**src/rtl/spi_master_fifo.sv**
```systemverilog
// rtl/spi_master_fifo.sv - SPI master with runtime word length, CPOL/CPHA, SCLK divider, chip selects and TX/RX FIFOs
module spi_fifo #(
  parameter int W     = 32,
  parameter int DEPTH = 4
) (
  input  logic         clk,
  input  logic         rst,
  input  logic [W-1:0] wr_data,
  input  logic         wr_en,
  output logic         full,
  output logic [W-1:0] rd_data,
  input  logic         rd_en,
  output logic         empty
);
  localparam int AW = $clog2(DEPTH);

  logic [W-1:0]  mem [DEPTH];
  logic [AW-1:0] wr_ptr, rd_ptr;
  logic [AW:0]   count;
  logic          push, pop;

  assign full    = (count == (AW+1)'(DEPTH));
  assign empty   = (count == '0);
  assign push    = wr_en & ~full;
  assign pop     = rd_en & ~empty;
  assign rd_data = mem[rd_ptr];

  always_ff @(posedge clk) begin
    if (rst) begin
      wr_ptr <= '0;
      rd_ptr <= '0;
      count  <= '0;
    end else begin
      if (push) wr_ptr <= wr_ptr + 1'b1;
      if (pop)  rd_ptr <= rd_ptr + 1'b1;
      case ({push, pop})
        2'b10:   count <= count + 1'b1;
        2'b01:   count <= count - 1'b1;
        default: ;
      endcase
    end
  end

  always_ff @(posedge clk) begin
    if (push) mem[wr_ptr] <= wr_data;
  end
endmodule

module spi_master_fifo #(
  parameter int DATA_W = 32,
  parameter int NCS    = 4,
  parameter int DIV_W  = 8,
  parameter int DEPTH  = 4
) (
  input  logic                   clk,
  input  logic                   rst,
  input  logic [DIV_W-1:0]       cfg_div,
  input  logic                   cfg_cpol,
  input  logic                   cfg_cpha,
  input  logic [5:0]             cfg_len,
  input  logic [$clog2(NCS)-1:0] cfg_cs,
  input  logic [DATA_W-1:0]      tx_data,
  input  logic                   tx_valid,
  output logic                   tx_ready,
  output logic [DATA_W-1:0]      rx_data,
  output logic                   rx_valid,
  input  logic                   rx_ready,
  output logic                   busy,
  input  logic                   miso,
  output logic                   mosi,
  output logic                   sclk,
  output logic [NCS-1:0]         cs_n
);
  localparam int IW = $clog2(DATA_W);

  typedef enum logic [2:0] {IDLE, SETUP, XFER, HOLD, GAP} state_t;
  state_t state, state_nxt;

  logic [DIV_W-1:0]  div_cnt, div_l;
  logic [IW:0]       edge_cnt;
  logic [IW-1:0]     msb_l, msb_cfg, msb_use;
  logic              cpha_l, cpha_use;
  logic [DATA_W-1:0] tx_sh, rx_sh, tx_next, rx_next, tx_word, rx_word;
  logic              tx_empty, tx_full, rx_empty, rx_full;
  logic              tick, start, load, rx_push, sample;

  spi_fifo #(.W(DATA_W), .DEPTH(DEPTH)) u_tx_fifo (
    .clk(clk), .rst(rst), .wr_data(tx_data), .wr_en(tx_valid & tx_ready), .full(tx_full),
    .rd_data(tx_word), .rd_en(start | load), .empty(tx_empty)
  );

  spi_fifo #(.W(DATA_W), .DEPTH(DEPTH)) u_rx_fifo (
    .clk(clk), .rst(rst), .wr_data(rx_word), .wr_en(rx_push), .full(rx_full),
    .rd_data(rx_data), .rd_en(rx_ready), .empty(rx_empty)
  );

  assign tx_ready = ~tx_full & ~rst;
  assign rx_valid = ~rx_empty;
  assign busy     = (state != IDLE);
  assign tick     = (div_cnt == div_l);
  assign tx_next  = tx_sh << 1;
  assign rx_next  = {rx_sh[DATA_W-2:0], miso};
  // With cpha=1 the final sample lands on the same edge that ends the word.
  assign rx_word  = cpha_l ? rx_next : rx_sh;
  assign sample   = ~edge_cnt[0] ^ cpha_l;
  assign msb_use  = start ? msb_cfg : msb_l;
  assign cpha_use = start ? cfg_cpha : cpha_l;

  always_comb begin
    msb_cfg = IW'(DATA_W - 1);
    if (cfg_len != 6'd0 && 32'(cfg_len) <= DATA_W) msb_cfg = IW'(cfg_len - 6'd1);
  end

  always_ff @(posedge clk) begin
    if (rst) state <= IDLE;
    else     state <= state_nxt;
  end

  always_comb begin
    state_nxt = state;
    start     = 1'b0;
    load      = 1'b0;
    rx_push   = 1'b0;
    case (state)
      IDLE:  if (!tx_empty && !rx_full) begin
               state_nxt = SETUP;
               start     = 1'b1;
             end
      SETUP: if (tick) state_nxt = XFER;
      XFER:  if (tick && edge_cnt == {msb_l, 1'b1}) begin
               state_nxt = HOLD;
               rx_push   = 1'b1;
             end
      HOLD:  if (tick) begin
               if (tx_empty) state_nxt = GAP;
               else if (!rx_full) begin
                 state_nxt = XFER;
                 load      = 1'b1;
               end
             end
      GAP:   if (tick) state_nxt = IDLE;
      default: state_nxt = IDLE;
    endcase
  end

  always_ff @(posedge clk) begin
    if (rst) begin
      div_cnt  <= '0;
      edge_cnt <= '0;
      div_l    <= '0;
      msb_l    <= '0;
      cpha_l   <= 1'b0;
      tx_sh    <= '0;
      rx_sh    <= '0;
      sclk     <= 1'b0;
      mosi     <= 1'b1;
      cs_n     <= '1;
    end else begin
      if (state == IDLE || tick) div_cnt <= '0;
      else                       div_cnt <= div_cnt + 1'b1;

      if (state == IDLE) begin
        sclk <= cfg_cpol;
        mosi <= 1'b1;
      end

      if (start) begin
        div_l  <= cfg_div;
        msb_l  <= msb_cfg;
        cpha_l <= cfg_cpha;
        cs_n   <= ~(NCS'(1) << cfg_cs);
      end

      if (start || load) begin
        tx_sh    <= tx_word;
        rx_sh    <= '0;
        edge_cnt <= '0;
        if (!cpha_use) mosi <= tx_word[msb_use];
      end else if (state == XFER && tick) begin
        sclk     <= ~sclk;
        edge_cnt <= edge_cnt + 1'b1;
        if (sample) rx_sh <= rx_next;
        else begin
          mosi  <= cpha_l ? tx_sh[msb_l] : tx_next[msb_l];
          tx_sh <= tx_next;
        end
      end

      if (state == HOLD && state_nxt == GAP) begin
        cs_n <= '1;
        mosi <= 1'b1;
      end
    end
  end
endmodule

```
**config.mk**
```make
export PLATFORM = sky130hd
export DESIGN_NAME = spi_master_fifo
export DESIGN_NICKNAME = d
export VERILOG_FILES = /design/src/rtl/spi_master_fifo.sv
export SDC_FILE = /design/constraint.sdc
export NUM_CORES = 1
export LEC_CHECK = 0
export ABC_AREA = 1
export BUFFER_PORTS_ARGS = -buffer_cell sky130_fd_sc_hd__buf_2
export CORE_MARGIN = 3
export CORE_UTILIZATION = 59
export DETAILED_ROUTE_END_ITERATION = 10
export PLACE_DENSITY = 0.77
export SLEW_MARGIN = 10
export SYNTH_ARGS = -nofsm -noshare
export SYNTH_HDL_FRONTEND = slang
export SYNTH_HIERARCHICAL = 1
export SYNTH_SLANG_ARGS = --single-unit
```
**constraint.sdc**
```tcl
create_clock -name clk -period 5.8 [get_ports clk]
set_input_delay 0.87 -clock clk [delete_from_list [all_inputs] [get_ports clk]]
set_output_delay 0.87 -clock clk [all_outputs]
set_load 0.01 [all_outputs]
```
==> run metrics <==
GRT Overall Usage=22.4%; Initial Utilization=roughly three fifths; synthesized area per cell=9.97 µm²; synthesized instance count=1620; CTS tree=yes; final WL=33.4 mm; Die Height=171 µm; Fmax=291 MHz; Clk pwr share=between 20% and 30%; number of clock sinks=375; count leader, synth=edfxtp_1; row cnt=59; VDD IR-drop max=between 0.3 and 0.4 mV; top cells by count, synth=256 x edfxtp_1, 206 x nor2_1, 190 x o21ai_0; CTS hold repair buffers=0; Cell Area, Synth=between 0.015 and 0.02 mm²; Final Critical Period=3.43 ns; Remaining DRCs=0; CP Max Fanout=22; RSZ-0062 raised after global routing=no; P_int=5290 µW; Net count, final=1755; first-pass iteration count of the detailed router=6; Clock Latency Late Sink=about 0.53 ns; Clock Root Buffer=clkbuf_16; Post-CTS Repair Setup Buffers=0; top-area cell type share of the netlist area=47.6%; clk slew on worst S/H paths=0.06 ns; R2R depth=14; Hold Crit Start=rx_sh[31]; full die area=0.0294 mm²; DRT iter0 DRCs=840; Setup TNS=0 ns; Worst slew margin=27.2%; Ys Warns=6; Yosys reg bits=between 300 and 400; CTS H-tree lvls=2; via count=11600; clock buffer depth=3; EDFF count, synth=256; Post-DRT Antenna Nets=0; leakage=just under 0.007 µW; initial antenna violation count=0; CTS Buf Count=38; ys async rst share=0%; Final HPWL DP=roughly 21 mm; Slew Limit Fails=0; syn_nets=1690; Worst Hold Class=flop to flop; layout cells sized above 1=12.5%; largest cells by area after synthesis=edfxtp_1 48%, dfxtp_1 15%, o21ai_0 5.9%; post-route setup slack=2.37 ns; Worst setup endpoint=u_rx_fifo/count[2]; DR WL/cell=16.3 µm; post-cts repair resize count=0; Tcrit/Tclk final=between 50% and 60%; sequential share of power=41.6%; Placer Congestion=0.952; Critical Path RT=6.27 ns; net load switching power=2890 µW; maxcap violations=0; Area Growth Syn to Fin=11.0%; CORE AREA=0.0265 mm²; Most used DFF post-synth=edfxtp_1; clk_skew=~0.018 ns; status=finished clean; Pwr Density=between 400 and 500 mW/mm²; # setup viols final=0; R2R Setup Slk=2.37 ns; final hold viol count=0; pre-CTS WS=2.51 ns; antenna cells=0; Crit. Startpoint=msb_l[1]; die width=171 µm; vias per cell=5.66; Sw Ratio=35.3%; CP endpoint kind=flop; critical path class=flop to flop; Worst Setup Start Kind=flop; R2R Path Start=msb_l[1]; area leader, netlist=edfxtp_1; synth unique cells=43; largest net degree at the start of global routing=67; GRT overflow=0; Comb pwr share=28.9%; Worst Max-Slew Pin Slew=1.09 ns; I/O Buffers=95; first-pass GRT wire length=53.7 mm; sequential cell area fraction in the yosys report=62.3%; CP Data Arrival Time=3.90 ns; Ports=between 90 and 100; capturing point of the worst reg2reg path=u_rx_fifo/count[2]; vias in the first global route=11100
==> cell usage in the layout, fill, tap and decap left out, types with 3 or more instances in the layout <==
cell | netlist | final
a21oi_1 | 127 | 127
buf_2 | 14 | 95
buf_4 | 8 | 15
bufinv_16 | 0 | 3
clkbuf_1 | 41 | 6
clkbuf_16 | 0 | 39
clkbuf_8 | 0 | 4
clkinv_1 | 2 | 8
clkinvlp_4 | 0 | 3
dfxtp_1 | 119 | 116
dfxtp_2 | 0 | 3
edfxtp_1 | 256 | 256
ha_1 | 13 | 13
inv_1 | 173 | 173
inv_2 | 7 | 7
nand2_1 | 139 | 138
nand2_2 | 7 | 8
nand2_4 | 6 | 6
nand3_1 | 77 | 77
nand4_1 | 3 | 3
nor2_1 | 206 | 198
nor2_2 | 4 | 12
nor3_1 | 9 | 9
nor3b_1 | 4 | 4
o21ai_0 | 190 | 190
o21ai_1 | 64 | 64
o22ai_1 | 96 | 96
xor2_1 | 9 | 9
==> state kept, by name, summed over array words and instances, names as in the netlist, named ones only <==
name              flops
cs_n                  4
edge_cnt              6
u_tx_fifo/rd_ptr      2
div_l                 8
u_rx_fifo/mem       128
rx_sh                32
u_tx_fifo/count       3
u_rx_fifo/rd_ptr      2
msb_l                 5
u_tx_fifo/wr_ptr      2
tx_sh                32
u_tx_fifo/mem       128
mosi                  1
div_cnt               8
cpha_l                1
sclk                  1
state                 3
u_rx_fifo/count       3
u_rx_fifo/wr_ptr      2
==> cell type report <==
class                   count  area [µm²]
fillers                  2025        8570
inverters                 186         718
clock inverters            20         205
repair buffers            110         588
well taps                 335         419
clock buffers              49        1050
flip-flops and latches    375       10100
multi-input cells         974        4880
==> critical path, cell delays in order (launching register included) <==
cell and delay [ns]:
dfxtp_1 0.59, inv_1 0.41, a221oi_1 0.37, nand3_1 0.11, nor4_1 0.75, nand2_4 0.18
ha_1 0.27, inv_1 0.09, fa_1 0.21, inv_1 0.05, nand2_1 0.05, nand3_1 0.08
nand2_1 0.08, nand2_1 0.05, nor2_1 0.08
==> routing by layer <==
| layer | vias up | global-route usage [%] | wire length (µm) |
|---|---|---|---|
| met2 | 364 | 39.2 | 16400 |
| li1 | 5763 | - | - |
| met4 | 0 | 8.22 | 1050 |
| met1 | 5381 | 28.3 | 14000 |
| met3 | 90 | 3.72 | 1910 |
| met5 | - | 0 | 0 |
==> power groups by stage <==
stage / registers, µW / logic [µW] / clock network (µW)
2_1_floorplan: 3300 / 1990 / 0
3_3_place_gp: 3440 / 2260 / 0
3_5_place_dp: 3440 / 2320 / 0
4_1_cts: 3390 / 2340 / 2460
5_1_grt: 3440 / 2670 / 2570
6_report: 3400 / 2370 / 2410
==> per-stage QoR <==
step / utilization [%] / hold WS (ns) / power, µW / instances / area, µm²
2_1_floorplan: - / 0.425 / 5290 / 1620 / 16200
3_3_place_gp: 62.9 / 0.437 / 5690 / 1980 / 16700
3_5_place_dp: 62.9 / 0.443 / 5770 / 1980 / 16700
4_1_cts: 67.7 / 0.452 / 8190 / 2049 / 17900
5_1_grt: 67.7 / 0.490 / 8680 / 2049 / 17900
6_report: 67.7 / 0.448 / 8180 / 2049 / 17900
==> worst min path at each step <==
stage / endpoint / slack [ns] / cells after the start
floorplan: rx_sh[31] / 0.43 / 2
global placement: rx_sh[31] / 0.44 / 2
detailed placement: rx_sh[31] / 0.44 / 2
CTS: rx_sh[31] / 0.45 / 2
global route: rx_sh[31] / 0.49 / 2
finish: rx_sh[31] / 0.45 / 2
==> cell families (layout without fill, tap and decap cells) <==
logic type	after synthesis	count (layout)	share of synthesized area [%]
flops	375	375	62.3
xor+xnor	10	10	0.542
fa+ha+maj	15	15	1.25
simple gates	465	465	12.4
buf+inv	271	365	7.64
compound gates	484	484	15.9
Note: power is estimated with default switching activity, not from simulation.
